--- src/rtl/sonar_scheduler.sv ---
// Round-robin time-of-flight sequencer: fires one ultrasonic sensor at a time, times its echo,
// converts it to centimetres and keeps the latest distance per channel.
module sonar_scheduler #(
   parameter int N_SENSORS  = 4,
   parameter int CLK_PER_US = 50,
   parameter int TRIG_US    = 10,
   parameter int TIMEOUT_US = 30000,
   parameter int GUARD_US   = 60000,
   parameter int US_PER_CM  = 58,
   localparam int CW = (N_SENSORS > 1) ? $clog2(N_SENSORS) : 1
) (
   input  logic                   clk,
   input  logic                   rst_n,
   input  logic                   enable,
   input  logic [N_SENSORS-1:0]   echo,
   output logic [N_SENSORS-1:0]   trig,
   output logic                   busy,
   output logic                   meas_valid,
   output logic [CW-1:0]          meas_ch,
   output logic [8:0]             meas_dist,
   output logic                   meas_timeout,
   output logic [9*N_SENSORS-1:0] dist_flat
);

   localparam int PW = (CLK_PER_US > 1) ? $clog2(CLK_PER_US) : 1;
   localparam logic [PW-1:0] PRE_MAX    = PW'(CLK_PER_US - 1);
   localparam logic [16:0]   TRIG_LAST  = 17'(TRIG_US - 1);
   localparam logic [16:0]   TMO_LAST   = 17'(TIMEOUT_US - 1);
   localparam logic [16:0]   GUARD_LAST = 17'(GUARD_US - 1);
   localparam logic [16:0]   GUARD_END  = 17'(GUARD_US);
   localparam logic [16:0]   CM_LAST    = 17'(US_PER_CM - 1);
   localparam logic [CW-1:0] CH_LAST    = CW'(N_SENSORS - 1);
   localparam logic [8:0]    CM_MAX     = 9'd511;

   typedef enum logic [2:0] {S_IDLE, S_TRIG, S_WAIT_RISE, S_MEASURE, S_GUARD} state_t;

   state_t state_q, state_d;
   logic [CW-1:0] ch_q, ch_d;
   logic [N_SENSORS-1:0] echo_s1_q, echo_s1_d, echo_s2_q, echo_s2_d, echo_d_q, echo_d_d;
   logic [PW-1:0] pre_q, pre_d, el_pre_q, el_pre_d, shot_pre_q, shot_pre_d;
   logic [16:0] us_q, us_d, el_us_q, el_us_d, shot_us_q, shot_us_d;
   logic [8:0] cm_q, cm_d;
   logic [N_SENSORS-1:0] trig_q, trig_d;
   logic busy_q, busy_d, meas_valid_q, meas_valid_d, meas_timeout_q, meas_timeout_d;
   logic [CW-1:0] meas_ch_q, meas_ch_d;
   logic [8:0] meas_dist_q, meas_dist_d;
   logic [9*N_SENSORS-1:0] dist_flat_q, dist_flat_d;

   logic tick, el_tick, shot_tick, el_done, guard_done, echo_sel, echo_rise;
   logic rec, rec_tmo, start;
   logic [8:0] rec_dist;

   assign tick       = (pre_q == PRE_MAX);
   assign el_tick    = (el_pre_q == PRE_MAX);
   assign shot_tick  = (shot_pre_q == PRE_MAX);
   // Fires on the clock that completes the last microsecond, so the result lands exactly on time.
   assign el_done    = el_tick && (el_us_q == TMO_LAST);
   assign guard_done = (shot_us_q == GUARD_END) || (shot_tick && (shot_us_q == GUARD_LAST));
   assign echo_sel   = echo_s2_q[ch_q];
   assign echo_rise  = echo_s2_q[ch_q] & ~echo_d_q[ch_q];

   always_comb begin
      echo_s1_d = echo;
      echo_s2_d = echo_s1_q;
      echo_d_d  = echo_s2_q;
      state_d   = state_q;
      ch_d      = ch_q;
      pre_d     = tick ? '0 : pre_q + 1'b1;
      us_d      = tick ? us_q + 17'd1 : us_q;
      el_pre_d  = el_tick ? '0 : el_pre_q + 1'b1;
      el_us_d   = el_tick ? el_us_q + 17'd1 : el_us_q;
      shot_pre_d = shot_pre_q;
      shot_us_d  = shot_us_q;
      if (shot_us_q != GUARD_END) begin
         shot_pre_d = shot_tick ? '0 : shot_pre_q + 1'b1;
         shot_us_d  = shot_tick ? shot_us_q + 17'd1 : shot_us_q;
      end
      cm_d     = cm_q;
      rec      = 1'b0;
      rec_tmo  = 1'b0;
      rec_dist = '0;
      start    = 1'b0;

      case (state_q)
         S_IDLE: if (enable) start = 1'b1;
         S_TRIG: begin
            if (tick && (us_q == TRIG_LAST)) begin
               state_d  = S_WAIT_RISE;
               pre_d    = '0;
               us_d     = '0;
               el_pre_d = '0;
               el_us_d  = '0;
            end
         end
         S_WAIT_RISE: begin
            if (echo_rise) begin
               state_d = S_MEASURE;
               pre_d   = '0;
               us_d    = '0;
               cm_d    = '0;
            end else if (el_done) begin
               rec      = 1'b1;
               rec_dist = CM_MAX;
               rec_tmo  = 1'b1;
            end
         end
         S_MEASURE: begin
            if (tick && (us_q == CM_LAST)) begin
               us_d = '0;
               if (cm_q != CM_MAX) cm_d = cm_q + 9'd1;
            end
            // Echo fall takes priority over a coincident timeout; the final cycle's count is included.
            if (!echo_sel) begin
               rec      = 1'b1;
               rec_dist = cm_d;
            end else if (el_done) begin
               rec      = 1'b1;
               rec_dist = CM_MAX;
               rec_tmo  = 1'b1;
            end
         end
         S_GUARD: begin
            if (guard_done) begin
               ch_d = (ch_q == CH_LAST) ? '0 : ch_q + 1'b1;
               if (enable) start = 1'b1;
               else state_d = S_IDLE;
            end
         end
         default: state_d = S_IDLE;
      endcase

      if (start) begin
         state_d    = S_TRIG;
         pre_d      = '0;
         us_d       = '0;
         shot_pre_d = '0;
         shot_us_d  = '0;
      end

      meas_valid_d   = rec;
      meas_ch_d      = meas_ch_q;
      meas_dist_d    = meas_dist_q;
      meas_timeout_d = meas_timeout_q;
      dist_flat_d    = dist_flat_q;
      if (rec) begin
         state_d        = S_GUARD;
         meas_ch_d      = ch_q;
         meas_dist_d    = rec_dist;
         meas_timeout_d = rec_tmo;
         dist_flat_d[int'(ch_q)*9 +: 9] = rec_dist;
      end

      trig_d = '0;
      if (state_d == S_TRIG) trig_d[ch_d] = 1'b1;
      busy_d = (state_d != S_IDLE);
   end

   always_ff @(posedge clk or negedge rst_n) begin
      if (!rst_n) begin
         state_q        <= S_IDLE;
         ch_q           <= '0;
         echo_s1_q      <= '0;
         echo_s2_q      <= '0;
         echo_d_q       <= '0;
         pre_q          <= '0;
         us_q           <= '0;
         el_pre_q       <= '0;
         el_us_q        <= '0;
         shot_pre_q     <= '0;
         shot_us_q      <= '0;
         cm_q           <= '0;
         trig_q         <= '0;
         busy_q         <= 1'b0;
         meas_valid_q   <= 1'b0;
         meas_ch_q      <= '0;
         meas_dist_q    <= '0;
         meas_timeout_q <= 1'b0;
         dist_flat_q    <= '0;
      end else begin
         state_q        <= state_d;
         ch_q           <= ch_d;
         echo_s1_q      <= echo_s1_d;
         echo_s2_q      <= echo_s2_d;
         echo_d_q       <= echo_d_d;
         pre_q          <= pre_d;
         us_q           <= us_d;
         el_pre_q       <= el_pre_d;
         el_us_q        <= el_us_d;
         shot_pre_q     <= shot_pre_d;
         shot_us_q      <= shot_us_d;
         cm_q           <= cm_d;
         trig_q         <= trig_d;
         busy_q         <= busy_d;
         meas_valid_q   <= meas_valid_d;
         meas_ch_q      <= meas_ch_d;
         meas_dist_q    <= meas_dist_d;
         meas_timeout_q <= meas_timeout_d;
         dist_flat_q    <= dist_flat_d;
      end
   end

   assign trig         = trig_q;
   assign busy         = busy_q;
   assign meas_valid   = meas_valid_q;
   assign meas_ch      = meas_ch_q;
   assign meas_dist    = meas_dist_q;
   assign meas_timeout = meas_timeout_q;
   assign dist_flat    = dist_flat_q;

endmodule
--- config.mk ---
export PLATFORM = sky130hd
export DESIGN_NAME = sonar_scheduler
export DESIGN_NICKNAME = d
export VERILOG_FILES = /design/src/rtl/sonar_scheduler.sv
export SDC_FILE = /design/constraint.sdc
export NUM_CORES = 1
export LEC_CHECK = 0
export ABC_AREA = 1
export ABC_CLOCK_PERIOD_IN_PS = 2900
export CAP_MARGIN = 20
export CORE_ASPECT_RATIO = 1.4
export CORE_UTILIZATION = 63
export DETAILED_ROUTE_END_ITERATION = 8
export GPL_ROUTABILITY_DRIVEN = 0
export PLACE_DENSITY = 0.85
export SETUP_SLACK_MARGIN = 0.3
export SLEW_MARGIN = 20
export SYNTH_ARGS = -nofsm -noshare
export SYNTH_HDL_FRONTEND = slang
export SYNTH_SLANG_ARGS = --single-unit
--- constraint.sdc ---
create_clock -name clk -period 2.9 [get_ports clk]
set_clock_uncertainty 0.15 [all_clocks]
set_input_delay 0.725 -clock clk [delete_from_list [all_inputs] [get_ports clk]]
set_output_delay 0.725 -clock clk [all_outputs]
set_load 0.05 [all_outputs]
---- After elaboration in Yosys (flattened, before gate mapping) ----
Index checks and enable logic that the tools add are counted.
word-level totals
  input bits .............................. 7
  register bits ........................... 149
  output and inout bits ................... 54
cells by class
  order comparisons ....................... 3
  muxes and demuxes ....................... 58
  multiply operators ...................... 1
  reductions and logical operators ........ 14
  bitwise gates (word level) .............. 2
  eq/ne operators ......................... 17
  $add $sub $neg .......................... 9
  shift operators ......................... 2
operator list
  kind                       count
  $mux W17                   11
  $mux W6                    10
  $mux W9                    6
  $add A17 B1 Y17 const B    3
  $pmux W17 S3               1
  $bwmux W36                 1
  $pmux W9 S2                2
  $shift A9 B33 Y36 const A  1
  $shiftx A9 B33 Y36         1
  $eq A17 B16 Y1 const B     2
  $neg A6 Y33                1
  $add A6 B1 Y6 const B      3
  $eq A6 B6 Y1 const B       3
  $mux W3                    6
  $eq A17 B15 Y1 const B     1
  $eq A17 B4 Y1 const B      1
  $eq A17 B6 Y1 const B      1
  $ne A17 B16 Y1 const B     1
  $pmux W3 S4                1
  $pmux W6 S2                1
  $add A9 B1 Y9 const B      1
  $mux W1                    9
  $ne A9 B9 Y1 const B       1
  $eq A3 B1 Y1 const B       2
  22 further kinds           36

---- Depth between registers and ports, before layout ----
Gate-level depths: netlist (run 1).
  word-level depth ........................ 10
  mapped depth ............................ 15
  mapped depth without buffers ............ 14

---- Worst setup path after synthesis (run 1) ----
OpenSTA, ideal clock, no wires.
  path kind ............................... reg2reg
  from .................................... reg el_pre_q[1]
  to ...................................... reg dist_flat_q[27] (netlist: dist_flat[27])
  stages on the path, launching flop included .. 15
  period minus slack after synthesis ...... 1965 ps
  setup slack ............................. 935 ps
  buffers on the path ..................... 2
  data required time ...................... 2626 ps
  library setup time ...................... 124 ps
  arrival ................................. 1691 ps
  path through ............................ dfrtp_1 -> inv_1 -> ha_1 -> nand3_1 -> nor2_4 -> inv_2 -> nor2_1 -> nand2_1 -> nand2_1 -> nand2_1 -> nand2_2 -> buf_8 -> buf_6 -> a21boi_0 -> o21bai_1
between the ends
  cells in the longest elaborated chain, start to end .. 7
  elaborated cells on any way between the ends .. 12
ends and longest elaborated chain
  what                        line      RTL
  from (decl)                 40        logic [PW-1:0] pre_q, pre_d, el_pre_q, el_pre_d, shot_pre_q, shot_pre_d;
  from (signal assigned)      187       el_pre_q <= el_pre_d;
  $eq A6 B6 Y1 (*)            54        assign el_tick = (el_pre_q == PRE_MAX);
  $logic_and A1 B1 Y1 (*)     57        assign el_done = el_tick && (el_us_q == TMO_LAST);
  $mux W9                     101, 116
  $mux W9 (on tied branches)  113, 96
  $pmux W9 S2                 84        case (state_q)
  $shiftx A9 B33 Y36          150       dist_flat_d[int'(ch_q)*9 +: 9] = rec_dist;
  $bwmux W36                  150
  to (signal assigned)        198       dist_flat_q <= dist_flat_d;
  to (decl)                   47        logic [9*N_SENSORS-1:0] dist_flat_q, dist_flat_d;
Every way passes the cells marked *; elsewhere a longest branch is shown, timed or not.
A chain may end at the register's enable or synchronous reset.

---- Worst setup path after layout (run 1) ----
  from .................................... reg dist_flat_q[1] (netlist: dist_flat[1])
  to ...................................... out dist_flat[1]
RTL lines
  what       line  RTL
  to (decl)  22    output logic [9*N_SENSORS-1:0] dist_flat
No word-level cell between the ends.

==> summary.md, run 1 <==
| Metric | Value |
|---|---|
| Yosys warns | 0 |
| Chip Width | between 90 and 100 um |
| Layout cell share with drive strength beyond 1 | 0.09170 |
| Sum Neg Setup Slack | 0 ps |
| Initial antenna violation count | 0 |
| Switching part of the total | 0.2372 |
| CP delay by family, top | buffers and inverters |
| DRT iter0 DRCs | 515 |
| Syn nets | slightly below 1000 |
| Syn avg cell area | between 8 and 9 um^2 |
| Seq cells post-synth | 149 |
| Clock root buffer | clkbuf_16 |
| Static leakage | 4.449 nW |
| Reg2reg path depth | 13 |
| R2R setup slack | 450 ps |
| Maximum fanout along the worst path | 2 |
| PortBufs | 60 |
| Final nets | 1048 |
| CP bufs+invs | 1 |
| DRT Pass-1 Iters | 5 |
| Vias in the first global route | about 6700 |
| Sequential element share of the synthesized area | 0.4804 |
| Routed vias | 6853 |
| Clock-pin slew on the worst setup and hold paths | 70 ps |
| H-tree depth | 4 |
| Cell count after synthesis | 944 |
| Ant. Diodes | 0 |
| Synth Cell Area | 7761 um^2 |
| Final wirelength | ~19 mm |
| Sw power | roughly 1.1 mW |
| Cell Chain, Critical Path | clkdlybuf4s50_1 |
| Reg-to-reg endpoint | dist_flat[2] |
| Filler instances | 782 |
| Status | finished clean |
| Num rows | 47 |
| Power per cell area | ~480 nW/um^2 |
| Sequential fraction of design power | 0.467 |
| Comb pwr share | 0.016 |
| Max-slew violations | 0 |
| Clk_lat worst skew | 430 ps |
| Pwr Total | 4.475 mW |
| Unrepaired setup endpoints after global routing | yes |
| Via-to-Cell Ratio | 5.793 |
| Data required time of the worst path | 2030 ps |
| Max incr delay on CP | 820 ps |
| Critical Path Start Type | flip-flop |
| Die area | around 13000 um^2 |
| Max rail drop VDD | 0.3815 mV |
| Die span in y | roughly 130 um |
| Core area | roughly 12000 um^2 |
| Critical path capture point type | output pin |
| Total grt overflow | 0 |
| Num CTS Buffers | 17 |
| Worst r2r src | ch_q[0] |
| Drt drc | 0 |
| DR WL/cell | ~16 um |
| Hold buffer count at cts | 0 |
| Max-Cap Viols | 0 |
| Levels on crit path | 1 |
| Slowest CP cell | clkdlybuf4s50_1 |
| Gr usage total | 0.3117 |
| Slew margin rel. | 0.5952 |
| CTS tree | yes |
| Crit share post-route | 0.8667 |
| Min-Delay Path Class | in2async |
| Most common cell after layout, fill and taps aside | nand2_1 |
| Largest net degree at the start of global routing | 53 |
| Clk buf depth | 2 |
| Fin. Hold Viols | 0 |
| Minimum clock period | 2513 ps |
| Crit path DAT | 1640 ps |
| Clock share of power | 0.517 |
| DP HPWL | 12.56 mm |
| Max Freq | 397.9 MHz |
| Netlist cell types | 45 |
| Slew @ Worst Pin | 606.6 ps |
| I/O pin total | 61 |
| First-pass GRT wire length | 30.69 mm |
| Area Growth Syn to Fin | 19.12% |
| Internal power | around 3.4 mW |
| Clock sink total | approximately 150 |
| Worst setup path category | reg2out |
| Commonest cells after routing, fill and taps aside | nand2_1 (208), dfrtp_1 (149), inv_1 (102) |
| Final setup fails | 0 |
| Initial core utilization | 0.6501 |
| ANT nets after route | 0 |
-- sequential cells by signal, summed over array words and instances (netlist names) --
name,count
busy,1
ch_q,2
cm_q,9
dist_flat,36
echo_d_d,4
echo_d_q,4
echo_s1_q,4
el_pre_q,6
el_us_q,17
meas_ch,2
meas_dist,9
meas_timeout,1
meas_valid,1
pre_q,6
shot_pre_q,6
shot_us_q,17
state_q,3
trig,4
us_q,17
-- cells in the mapped netlist, drive strengths merged --
library cell | number | share of area
a21boi | 6 | 0.0058
a21oi | 14 | 0.0090
a22oi | 1 | 0.00097
a31oi | 1 | 0.00081
and3 | 1 | 0.00081
buf | 18 | 0.018
clkbuf | 4 | 0.0019
clkinv | 1 | 0.00048
dfrtp | 149 | 0.48
ha | 18 | 0.029
inv | 113 | 0.055
nand2 | 219 | 0.11
nand3 | 79 | 0.052
nand3b | 8 | 0.0077
nand4 | 33 | 0.027
nor2 | 107 | 0.060
nor3 | 26 | 0.017
nor3b | 1 | 0.00097
nor4 | 7 | 0.0056
nor4b | 1 | 0.0011
o211ai | 1 | 0.00097
o21a | 1 | 0.00097
o21ai | 80 | 0.054
o21bai | 6 | 0.0058
o22ai | 8 | 0.0064
o31ai | 2 | 0.0019
or2 | 2 | 0.0016
xnor2 | 8 | 0.0090
xor2 | 29 | 0.033
-- kinds of logic (layout without fill, tap and decap cells) --
logic type / count (synthesis) / count (layout) / synth area share
and+or+nand+nor: 484 / 484 / 0.2862
AOI/OAI and AO/OA: 120 / 121 / 0.08673
buffers and inverters: 136 / 227 / 0.07593
adders and majority gates: 18 / 18 / 0.02902
xor gates and xnor gates: 37 / 37 / 0.04175
DFF: 149 / 149 / 0.4804
-- power by group through the flow --
stage / combinational [mW] / sequential (mW) / clock, mW
3_3_place_gp: 0.0733 / 2.13 / 0
3_5_place_dp: 0.0741 / 2.13 / 0
2_1_floorplan: 0.0120 / 2.13 / 0
5_1_grt: 0.0825 / 2.09 / 2.40
4_1_cts: 0.0744 / 2.09 / 2.32
6_report: 0.0720 / 2.09 / 2.31
-- metal layers --
metal,GRT usage,share of wire,vias up
met5,0,0,-
met4,0.1501,0.037,0
met3,0.04737,0.050,61
met2,0.5226,0.52,224
met1,0.3896,0.39,3325
li1,-,-,3243
-- layout make-up --
class,instances,area (um^2),share of cell area
tap,147,183.9,0.01989
clock inverter,15,181.4,0.01962
timing repair buffer,81,827.0,0.08946
clock buffer,17,425.4,0.04601
sequential,149,3729,0.4033
multi-input combinational,660,3462,0.3745
inverter,114,436.7,0.04723
-- repair_timing --
item | CTS | global route
gates resized for setup | 0 | 3
buffers inserted | 0 | 9
setup endpoints to repair | 0 | 71
-- worst max path at each step --
stage,to,from
4_1_cts,dist_flat[2],el_pre_q[1]
6_report,dist_flat[1],dist_flat[1]
2_1_floorplan,dist_flat[27],el_pre_q[1]
3_5_place_dp,shot_us_q[2],enable
3_3_place_gp,shot_us_q[2],enable
5_1_grt,dist_flat[7],el_pre_q[1]
-- through the flow --
| step | std cells | util | setup WS [ps] | area (um^2) | hold slack [ps] |
|---|---|---|---|---|---|
| floorplan | 944 | - | 935.3 | 7761 | 181.2 |
| global placement | 1140 | 0.7129 | 455.9 | 8511 | 182.6 |
| detailed placement | 1140 | 0.7129 | 409.2 | 8511 | 184.7 |
| CTS | 1172 | 0.7638 | 368.9 | 9117 | 104.5 |
| global route | 1183 | 0.7744 | 217.3 | 9245 | 125.2 |
| finish | 1183 | 0.7744 | 386.6 | 9245 | 89.94 |
(Power assumes the default switching activity.)
==> run 2: changes to the inputs <==
- MAX_ROUTING_LAYER: default -> met4
==> summary.md, run 2 (synthesized netlist as in run 1, its figures left out) <==
| Metric | Value |
|---|---|
| Status | finished clean |
| Minimum clock period | 2513 ps |
| DP HPWL | approximately 13 mm |
| Routed vias | 6834 |
| DR WL/cell | 16.06 um |
| Final wirelength | 19.00 mm |
| Clk_lat worst skew | 430 ps |
| Largest net degree at the start of global routing | 53 |
| Clock sink total | about 150 |
| Pwr Total | 4.466 mW |
| Chip Width | 95.81 um |
| Static leakage | 4.449 nW |
| Num rows | 47 |
| Power per cell area | 483.1 nW/um^2 |
| H-tree depth | 4 |
| Crit path DAT | 1640 ps |
| Ant. Diodes | 0 |
| Die span in y | 133.3 um |
| Layout cell share with drive strength beyond 1 | 0.09170 |
| Vias in the first global route | about 6700 |
| Sum Neg Setup Slack | 0 ps |
| Critical Path Start Type | flip-flop |
| DRT Pass-1 Iters | 5 |
| CP bufs+invs | 1 |
| Number of flip-flops in the largest register | 36 |
| Initial core utilization | 0.6501 |
| Final nets | 1048 |
| Max rail drop VDD | 0.3811 mV |
| Clock root buffer | clkbuf_16 |
| Crit share post-route | 0.8666 |
| Critical path capture point type | output pin |
| First-pass GRT wire length | about 30 mm |
| Drt drc | 0 |
| Num CTS Buffers | 17 |
| Fin. Hold Viols | 0 |
| CTS tree | yes |
| Max-Cap Viols | 0 |
| Die area | 12770 um^2 |
| Cell Chain, Critical Path | clkdlybuf4s50_1 |
| DRT iter0 DRCs | 512 |
| Clock-pin slew on the worst setup and hold paths | 70 ps |
| Area Growth Syn to Fin | 19.12% |
| Maximum fanout along the worst path | 2 |
| Most common cell after layout, fill and taps aside | nand2_1 |
| Max-slew violations | 0 |
| Clk buf depth | 2 |
| Via-to-Cell Ratio | 5.777 |
| CP delay by family, top | buffers and inverters |
| Gr usage total | 0.3211 |
| Final instance area | 9245 um^2 |
| Core area | between 10000 and 15000 um^2 |
| Placed inst area | 8511 um^2 |
| Max Freq | 397.9 MHz |
| I/O pin total | 61 |
| Slowest CP cell | clkdlybuf4s50_1 |
| Filler instances | 782 |
| Unrepaired setup endpoints after global routing | yes |
| Initial antenna violation count | 0 |
| Commonest cells after routing, fill and taps aside | nand2_1 (208), dfrtp_1 (149), inv_1 (102) |
| Slew @ Worst Pin | slightly above 600 ps |
| Max incr delay on CP | 820 ps |
| Final setup fails | 0 |
| PortBufs | 60 |
| Total grt overflow | 0 |
| Min-Delay Path Class | in2async |
| Slew margin rel. | 0.5932 |
| Worst setup path category | reg2out |
| ANT nets after route | 0 |
| Data required time of the worst path | 2030 ps |
## run 2: cell counts in the layout (fill, tap and decap cells not counted)
Identical to the previous run, type by type.
## run 2: where the power goes
| part | switching (mW) | internal [mW] | total (mW) |
|---|---|---|---|
| Clock | 0.995 | 1.31 | 2.31 |
| Sequential | 0.00264 | 2.09 | 2.09 |
| Combinational | 0.0551 | 0.0170 | 0.0721 |
| Total | 1.05 | 3.41 | 4.47 |
## run 2: area by class of cell
cell class	instances	area, um^2	share of cell area
Sequential cell	149	3729	0.4033
Multi-Input combinational cell	660	3462	0.3745
Timing Repair Buffer	81	827.0	0.08946
Inverter	114	436.7	0.04723
Clock buffer	17	425.4	0.04601
Tap cell	147	183.9	0.01989
Clock inverter	15	181.4	0.01962
## run 2: timing repair
action                     CTS  global route
setup buffers                0             9
setup endpoints to repair    0            70
resized for setup            0             3
hold buffers                 0             0
## run 2: final timing paths
path,from,endpoint,slack (ps),cells past startpoint
setup reg to reg,ch_q[0],dist_flat[2],450,13
min in group clk,echo_s1_q[3],echo_d_d[3],200,0
setup / recovery,dist_flat[14],dist_flat[14],390,1
max in group asynchronous,rst_n,dist_flat[18],1870,2
hold / removal,rst_n,shot_us_q[8],90,1
hold reg to reg,echo_s1_q[3],echo_d_d[3],200,0
## run 2: routing by layer
| layer | track usage | vias to the layer above | part of all wire |
|---|---|---|---|
| li1 | - | 3242 | - |
| met2 | 0.5234 | 236 | 0.52 |
| met4 | 0.1534 | 0 | 0.036 |
| met1 | 0.3877 | 3299 | 0.39 |
| met3 | 0.04737 | 57 | 0.049 |
| met5 | - | - | 0 |
## run 2: metrics by stage
stage	hold WS (ps)	utilization	setup slack (ps)	std cells
2_1_floorplan	181.2	-	935.3	944
3_3_place_gp	182.6	0.7129	455.9	1140
3_5_place_dp	184.7	0.7129	409.2	1140
4_1_cts	104.5	0.7638	368.9	1172
5_1_grt	125.6	0.7744	219.0	1183
6_report	91.72	0.7744	386.9	1183
